==> src/rtl/apb_cmd_arbiter.sv <==
// Round-robin arbiter that feeds one command at a time from NREQ requesters into
// an APB master. It routes the response, or a timeout error, back to the requester that was granted.
module apb_cmd_arbiter #(
   parameter int DATA_WIDTH = 32,
   parameter int ADDR_WIDTH = 12,
   parameter int CMD_WIDTH  = DATA_WIDTH + ADDR_WIDTH + 1,
   parameter int NREQ       = 4,
   parameter int TIMEOUT    = 255
) (
   input  logic                      clk,
   input  logic                      rst,
   input  logic [NREQ*CMD_WIDTH-1:0] req_cmd,
   input  logic [NREQ-1:0]           req_vld,
   output logic [NREQ-1:0]           req_rdy,
   output logic [NREQ-1:0]           rsp_vld,
   output logic [DATA_WIDTH-1:0]     rsp_data,
   output logic                      rsp_err,
   output logic [CMD_WIDTH-1:0]      m_cmd,
   output logic                      m_cmd_vld,
   input  logic                      m_cmd_rdy,
   input  logic                      m_rsp_vld,
   input  logic [DATA_WIDTH-1:0]     m_rsp_data,
   input  logic                      m_rsp_err,
   output logic                      busy,
   output logic [2:0]                grant_id,
   output logic                      timeout_flag
);

   typedef enum logic [1:0] {S_IDLE, S_ISSUE, S_WAIT} state_e;

   state_e                  state_q;
   logic [2:0]              rr_ptr_q, grant_id_q;
   logic [CMD_WIDTH-1:0]    m_cmd_q;
   logic                    m_cmd_vld_q, busy_q, rsp_err_q, timeout_flag_q;
   logic [NREQ-1:0]         rsp_vld_q;
   logic [DATA_WIDTH-1:0]   rsp_data_q;
   logic [15:0]             cnt_q;

   logic [2*NREQ-1:0]       dbl_d;
   logic [NREQ-1:0]         rot_d, rsp_onehot_d;
   logic [3:0]              sum_d;
   logic                    found_d, tmo_d;
   logic [2:0]              win_d, rr_next_d;
   logic [CMD_WIDTH-1:0]    win_cmd_d;

   // Rotate the valids so that bit 0 is rr_ptr. The first set bit is then the round-robin winner.
   always_comb begin
      dbl_d   = {req_vld, req_vld} >> rr_ptr_q;
      rot_d   = dbl_d[NREQ-1:0];
      found_d = 1'b0;
      win_d   = '0;
      sum_d   = '0;
      for (int k = 0; k < NREQ; k++) begin
         if (!found_d && rot_d[k]) begin
            found_d = 1'b1;
            sum_d   = 4'(rr_ptr_q) + 4'(k);
            win_d   = (sum_d >= 4'(NREQ)) ? 3'(sum_d - 4'(NREQ)) : 3'(sum_d);
         end
      end
   end

   always_comb begin
      win_cmd_d    = '0;
      req_rdy      = '0;
      rsp_onehot_d = '0;
      for (int i = 0; i < NREQ; i++) begin
         if (win_d == 3'(i)) win_cmd_d = req_cmd[i*CMD_WIDTH +: CMD_WIDTH];
         req_rdy[i]      = (state_q == S_IDLE) && !rst && found_d && (win_d == 3'(i));
         rsp_onehot_d[i] = (grant_id_q == 3'(i));
      end
   end

   assign rr_next_d = (grant_id_q == 3'(NREQ-1)) ? 3'd0 : grant_id_q + 3'd1;
   assign tmo_d     = (cnt_q == 16'(TIMEOUT-1));

   always_ff @(posedge clk) begin
      if (rst) begin
         state_q        <= S_IDLE;
         rr_ptr_q       <= '0;
         grant_id_q     <= '0;
         m_cmd_q        <= '0;
         m_cmd_vld_q    <= 1'b0;
         rsp_vld_q      <= '0;
         rsp_data_q     <= '0;
         rsp_err_q      <= 1'b0;
         busy_q         <= 1'b0;
         timeout_flag_q <= 1'b0;
         cnt_q          <= '0;
      end else begin
         rsp_vld_q <= '0;
         case (state_q)
            S_IDLE: if (found_d) begin
               state_q     <= S_ISSUE;
               m_cmd_q     <= win_cmd_d;
               grant_id_q  <= win_d;
               m_cmd_vld_q <= 1'b1;
               busy_q      <= 1'b1;
               cnt_q       <= '0;
            end
            S_ISSUE: begin
               cnt_q <= cnt_q + 16'd1;
               if (tmo_d) begin
                  state_q        <= S_IDLE;
                  m_cmd_vld_q    <= 1'b0;
                  busy_q         <= 1'b0;
                  rsp_vld_q      <= rsp_onehot_d;
                  rsp_data_q     <= '0;
                  rsp_err_q      <= 1'b1;
                  timeout_flag_q <= 1'b1;
                  rr_ptr_q       <= rr_next_d;
               end else if (m_cmd_rdy) begin
                  state_q     <= S_WAIT;
                  m_cmd_vld_q <= 1'b0;
               end
            end
            S_WAIT: begin
               cnt_q <= cnt_q + 16'd1;
               // A real response beats a timeout that lands in the same cycle.
               if (m_rsp_vld || tmo_d) begin
                  state_q   <= S_IDLE;
                  busy_q    <= 1'b0;
                  rsp_vld_q <= rsp_onehot_d;
                  rr_ptr_q  <= rr_next_d;
                  if (m_rsp_vld) begin
                     rsp_data_q <= m_cmd_q[CMD_WIDTH-1] ? '0 : m_rsp_data;
                     rsp_err_q  <= m_rsp_err;
                  end else begin
                     rsp_data_q     <= '0;
                     rsp_err_q      <= 1'b1;
                     timeout_flag_q <= 1'b1;
                  end
               end
            end
            default: state_q <= S_IDLE;
         endcase
      end
   end

   assign rsp_vld      = rsp_vld_q;
   assign rsp_data     = rsp_data_q;
   assign rsp_err      = rsp_err_q;
   assign m_cmd        = m_cmd_q;
   assign m_cmd_vld    = m_cmd_vld_q;
   assign busy         = busy_q;
   assign grant_id     = grant_id_q;
   assign timeout_flag = timeout_flag_q;

endmodule

==> config.mk <==
export PLATFORM = sky130hd
export DESIGN_NAME = apb_cmd_arbiter
export DESIGN_NICKNAME = d
export VERILOG_FILES = /design/src/rtl/apb_cmd_arbiter.sv
export SDC_FILE = /design/constraint.sdc
export NUM_CORES = 1
export LEC_CHECK = 0
export CORE_AREA = 2 2 120 122
export DETAILED_ROUTE_END_ITERATION = 7
export DIE_AREA = 0 0 122 124
export PLACE_DENSITY = 0.83
export SYNTH_ARGS = -nofsm -noshare
export SYNTH_HDL_FRONTEND = slang
export SYNTH_SLANG_ARGS = --single-unit
==> constraint.sdc <==
create_clock -name clk -period 7.8 [get_ports clk]
set_clock_uncertainty 0.15 [all_clocks]
set_input_delay 1.56 -clock clk [delete_from_list [all_inputs] [get_ports clk]]
set_output_delay 1.56 -clock clk [all_outputs]
set_load 0.02 [all_outputs]
; ---- Word-level counts from Yosys, hierarchy flattened
; Cells that the tools add are included.
[op_classes]
addsub = 9
magnitude_cmp = 4
n_eq_ne = 14
n_shift = 1
muxes = 49
n_reduce_logical = 29
[ops]
columns = op, count
row1 = $mux 45, 4
row2 = $mux 32, 4
row3 = $pmux 32 s2, 1
row4 = $mux 3, 11
row5 = $pmux 16 s2, 1
row6 = $add 16x1->16 const B, 1
row7 = $eq 16x8->1 const B, 1
row8 = $mux 16, 1
row9 = $mux 1, 14
row10 = $eq 3x2->1 const B, 4
row11 = $ge 4x3->1 const B, 3
row12 = $sub 3x3->3 const B, 4
row13 = $logic_and 1x1->1, 9
row14 = $reduce_and 3->1, 3
row15 = $add 3x2->4 const B, 2
row16 = $mux 2, 4
row17 = $mux 4, 2
row18 = $ne 2x2->1 const B, 4
row19 = $pmux 4 s2, 1
row20 = $reduce_and 4->1, 2
row21 = $shr 8x3->4, 1
row22 = $eq 3x1->1 const B, 2
row23 = $logic_not 3->1, 2
row24 = $pmux 1 s2, 3
row25 = 16 further kinds, 22
[word_totals]
reg_bits = 109
out_inout_bits = 92

; ---- Depth between registers and ports, before layout
[depth]
ltp_word = 16
depth_mapped = 11
ltp_nobuf = 8

; ---- Worst setup path after synthesis
; Ideal clock, no wire load.
[synth_timing]
kind = input to output
startpoint = input req_vld[2]
endpoint = output req_rdy[0]
arrival_ns = 3.339
required_time_ns = 6.090
setup_slack_ns = 2.751
path_stages = 8
path_cell_list = mux2_2 > a311oi_4 > nor2_1 > a221o_1 > buf_6 > buf_12 > buf_12 > nor2_1
[synth_via]
elab_chain_len = 13
word_cells_on_any_way = 18
[synth_rtl]
columns = item, line_no
row1 = "start, declared", 13  ; input logic [NREQ-1:0] req_vld,
row2 = $shr 8x3->4 *, 48  ; dbl_d = {req_vld, req_vld} >> rr_ptr_q;
row3 = $mux 1, 54  ; if (!found_d && rot_d[k]) begin
row4 = $logic_not 1->1, 54
row5 = $logic_and 1x1->1, 54
row6 = $mux 1, 54
row7 = $logic_not 1->1, 54
row8 = $logic_and 1x1->1, 54
row9 = $mux 1, 54
row10 = $logic_not 1->1, 54
row11 = $logic_and 1x1->1, 54
row12 = $mux 3 / $mux 1 (equally long branches), 54
row13 = $logic_not 3->1 / $logic_and 1x1->1 (equally long branches), 68  ; req_rdy[i] = (state_q == S_IDLE) && !rst && found_d && (win_d == 3'(i));
row14 = $logic_and 1x1->1 *, 68
row15 = "end, declared", 14  ; output logic [NREQ-1:0] req_rdy,
; Every way passes the cells marked *; elsewhere a longest branch is shown, timed or not.

; ---- Worst setup path after layout
[layout_timing]
startpoint = input req_vld[2]
endpoint = output req_rdy[2]
[layout_via]
elab_chain_len = 13
word_cells_on_any_way = 18
[layout_rtl]
columns = item, line_no
row1 = $shr 8x3->4 *, 48
row2 = $mux 1, 54
row3 = $logic_not 1->1, 54
row4 = $logic_and 1x1->1, 54
row5 = $mux 1, 54
row6 = $logic_not 1->1, 54
row7 = $logic_and 1x1->1, 54
row8 = $mux 1, 54
row9 = $logic_not 1->1, 54
row10 = $logic_and 1x1->1, 54
row11 = $mux 3 / $mux 1 (equally long branches), 54
row12 = $eq 3x2->1 / $logic_and 1x1->1 (equally long branches), 68
row13 = $logic_and 1x1->1 *, 68
; Marks and branches as above.

==> implementation parameters <==
Parameter                              Value

Status
  Outcome    completed

Layout
  Fill cell instance count of the final layout    1,142
  Commonest cells after routing, fill and taps aside    311 x sky130_fd_sc_hd__clkdlybuf4s50_1, 109 x sky130_fd_sc_hd__dfxtp_1, 95 x sky130_fd_sc_hd__nand2_1
  Final standard cell count with taps included and fillers excluded    roughly 1,100
  Final nets    1,140
  Post-Layout Inst Area    9116 sq um
  Combined flip-flop and latch cell area    between 2000 and 2500 sq um
  Area added between synthesis and finish    60.63%
  Area of the multi-input gates    approximately 3200 sq um
  Fraction of layout instances using a drive strength above 1    about 5%
  Most common cell after layout, fill and taps aside    sky130_fd_sc_hd__clkdlybuf4s50_1

Placement
  Detailed-placement wirelength estimate    15,090 um
  Placed Instance Area    just under 9000 sq um
  Placer Congestion    about 0.85
  Cell Count Post-Placement    between 1,000 and 1,500
  Buffers added on ports    312

Routing
  Total number of vias    approximately 5,800
  Routed wirelength normalized by instance count    18.32 um
  Via-to-Cell Ratio    5.314
  Post-route ant nets    0
  TritonRoute pass-1 iters    5
  Number of remaining DRC errors    0
  Total wire length after detailed routing    roughly 20,000 um
  Iteration-0 DRC count of the detailed router    346

CTS
  Post-CTS repair timing setup buffer count    0
  Clk_lat worst skew    between 0.3 and 0.4 ns
  H-tree lvl count    3
  Root buffer cell    sky130_fd_sc_hd__clkbuf_16
  Clock tree sinks    approximately 110
  Quantity of gates resized following cts    0
  CTS tree    done
  TritonCTS Buffers    9
  Clk slew on worst S/H paths    around 0.070 ns
  Number of hold buffers added after cts    0
  Bufs on Longest Clock Path    2

Die
  Effective utilization at floorplan    approximately two fifths
  Core footprint    approximately 14,000 sq um
  Overall die width    122 um
  I/O pin count    approximately 310
  Die outline height    around 120 um
  Std cell rows    43
  Floorplan die area    about 15,000 sq um

Setup path
  Reg2reg path depth    7
  Signal arrival time at the worst endpoint    around 4.2 ns
  WP data required    just over 6 ns
  Capture instance of the worst register-to-register path    m_cmd[6]$_SDFFE_PP0P_
  Reg2reg start    rr_ptr_q[0]$_SDFFE_PP0P_
  Register-to-Register Setup Slack    3.48 ns
  Kind of end point of the critical path    primary output
  Maximum fanout along the worst path    6
  Startpoint kind of the worst setup timing path    input port
  Crit Path Class    in2out

STA
  Final-report max-slew violation count    0
  Max-slew headroom    40.79%
  Aggregate negative setup slack    0 ns
  Hold violation total from the final report    0
  Number of setup violations in the final report    0
  Max frequency    approximately 170 MHz
  Setup repair after global routing missed its margin    no
  Final period util    between 70% and 80%
  Minimum clock period after layout    ~6 ns
  Slew @ Worst Pin    between 0.8 and 0.9 ns

Global routing
  Initial antenna violation count    2
  Grt total ovfl    0
  Via count of the first global-routing pass    5,704
  Global-route wire length before repair    30,110 um
  All-Layer GR Usage    25.75%
  Largest net degree at the start of global routing    between 50 and 60

Power and ir drop
  Highest ir drop seen on vdd    roughly 0.17 mV
  Leakage    approximately 0.0032 uW
  Power density over cell area    roughly 290 nW/um^2
  PnR Total Power    2636 uW

Synth
  Proportion of synthesized flip-flops having asynchronous set or reset    0%
  Number of instances in the synthesized netlist    628
  Portion of the post-synthesis area used by sequential elements    38.45%
  Average instance area after synthesis    approximately 9 sq um
  Total nets after synthesis    ~860
  Count of different cell masters after synthesis    55
  Post-synth EDFFs    0
  Top flip-flop cell by instance count after synthesis    sky130_fd_sc_hd__dfxtp_1
  Yosys synthesis warning count    0
  Syn Std Cell Area    5675 sq um
  Flip-flop and latch count after synthesis    between 100 and 150

Min path
  Worst Hold Endpoint    rsp_data[2]$_SDFFE_PP0P_
  Worst hold stages    2
  Hold wc startpoint    rsp_data[2]$_SDFFE_PP0P_
  Path class of the lowest-slack min-delay path    reg2reg

Flow run
  Maxcap violations    0
==> power by group <==
part	switching [uW]	internal (uW)	leakage [uW]	total, uW
combinational	794	613	0.00213	1410
clock	226	264	0.000154	489
sequential	73.9	666	0.000890	740
total	1090	1540	0.00318	2640
==> cell type report <==
| cell class | instances | area share (%) |
|---|---|---|
| Antenna cell | 1 | 0.02745 |
| Clock buffer | 10 | 2.621 |
| Sequential cell | 109 | 23.94 |
| Timing Repair Buffer | 321 | 34.94 |
| Tap cell | 180 | 2.470 |
| Multi-Input combinational cell | 457 | 34.74 |
| Clock inverter | 6 | 0.8098 |
| Inverter | 11 | 0.4529 |
==> worst max-delay path by stage <==
stage	depth (start not counted)	slack, ns	startpoint	endpoint
after detailed placement	7	1.87	req_vld[2]	req_rdy[2]
after CTS	7	1.85	req_vld[2]	req_rdy[2]
after global routing	8	1.74	req_vld[3]	req_rdy[2]
final	7	1.87	req_vld[2]	req_rdy[2]
after global placement	7	1.89	req_vld[2]	req_rdy[2]
after floorplan	8	2.75	req_vld[2]	req_rdy[0]
==> sequential cells by signal, indices dropped and copies added (netlist names) <==
name and count:
m_cmd 45, rsp_data 32, cnt_q 16, rsp_vld 4, grant_id 3, rr_ptr_q 3, state_q 2, busy 1
m_cmd_vld 1, rsp_err 1, timeout_flag 1
==> metal layers <==
metal,share of wire (%),vias to the layer above,wire length [um],GRT usage (%)
met1,38,2722,7577,29.09
met4,2.3,2,469,8.405
met5,0.085,-,17,0
met2,50,223,10060,45.67
li1,-,2839,-,-
met3,9.6,33,1935,8.654
==> metrics by stage <==
step	util [%]	setup WS [ns]	hold WS [ns]
finish	66.45	1.867	0.3019
global route	66.43	1.744	0.3155
CTS	66.43	1.854	0.3026
detailed placement	64.15	1.869	0.2925
global placement	64.15	1.887	0.2873
floorplan	-	2.751	0.3080
==> critical path: stages <==
cell and delay (ns):
sky130_fd_sc_hd__clkdlybuf4s50_1 0.49, sky130_fd_sc_hd__mux4_2 0.54, sky130_fd_sc_hd__nor3_1 0.43, sky130_fd_sc_hd__o21bai_2 0.28
sky130_fd_sc_hd__a31oi_4 0.15, sky130_fd_sc_hd__nor2b_1 0.16, sky130_fd_sc_hd__clkdlybuf4s50_1 0.61
==> logic make-up (layout without fill, tap and decap cells) <==
kind of cell | after synthesis | after routing | share of synthesized area (%)
simple gates | 214 | 214 | 17.39
compound gates | 126 | 126 | 16.42
flops | 109 | 109 | 38.45
mux | 95 | 95 | 17.02
buf+inv | 62 | 348 | 6.658
xor+xnor | 12 | 12 | 1.852
fa+ha+maj | 10 | 10 | 2.205
other cells | 0 | 1 | 0
==> Yosys cell counts (all sizes together), types with 10 or more instances <==
| cell type | count | area (sq um) |
|---|---|---|
| o221ai | 45 | 394.1 |
| nor2 | 37 | 138.9 |
| inv | 11 | 41.29 |
| nand3 | 34 | 170.2 |
| clkbuf | 31 | 131.4 |
| nand2 | 95 | 356.6 |
| nor3 | 12 | 60.06 |
| ha | 10 | 125.1 |
| a21oi | 47 | 239.0 |
| dfxtp | 109 | 2182 |
| buf | 20 | 205.2 |
| mux2i | 92 | 920.9 |
(Power assumes the default switching activity.)
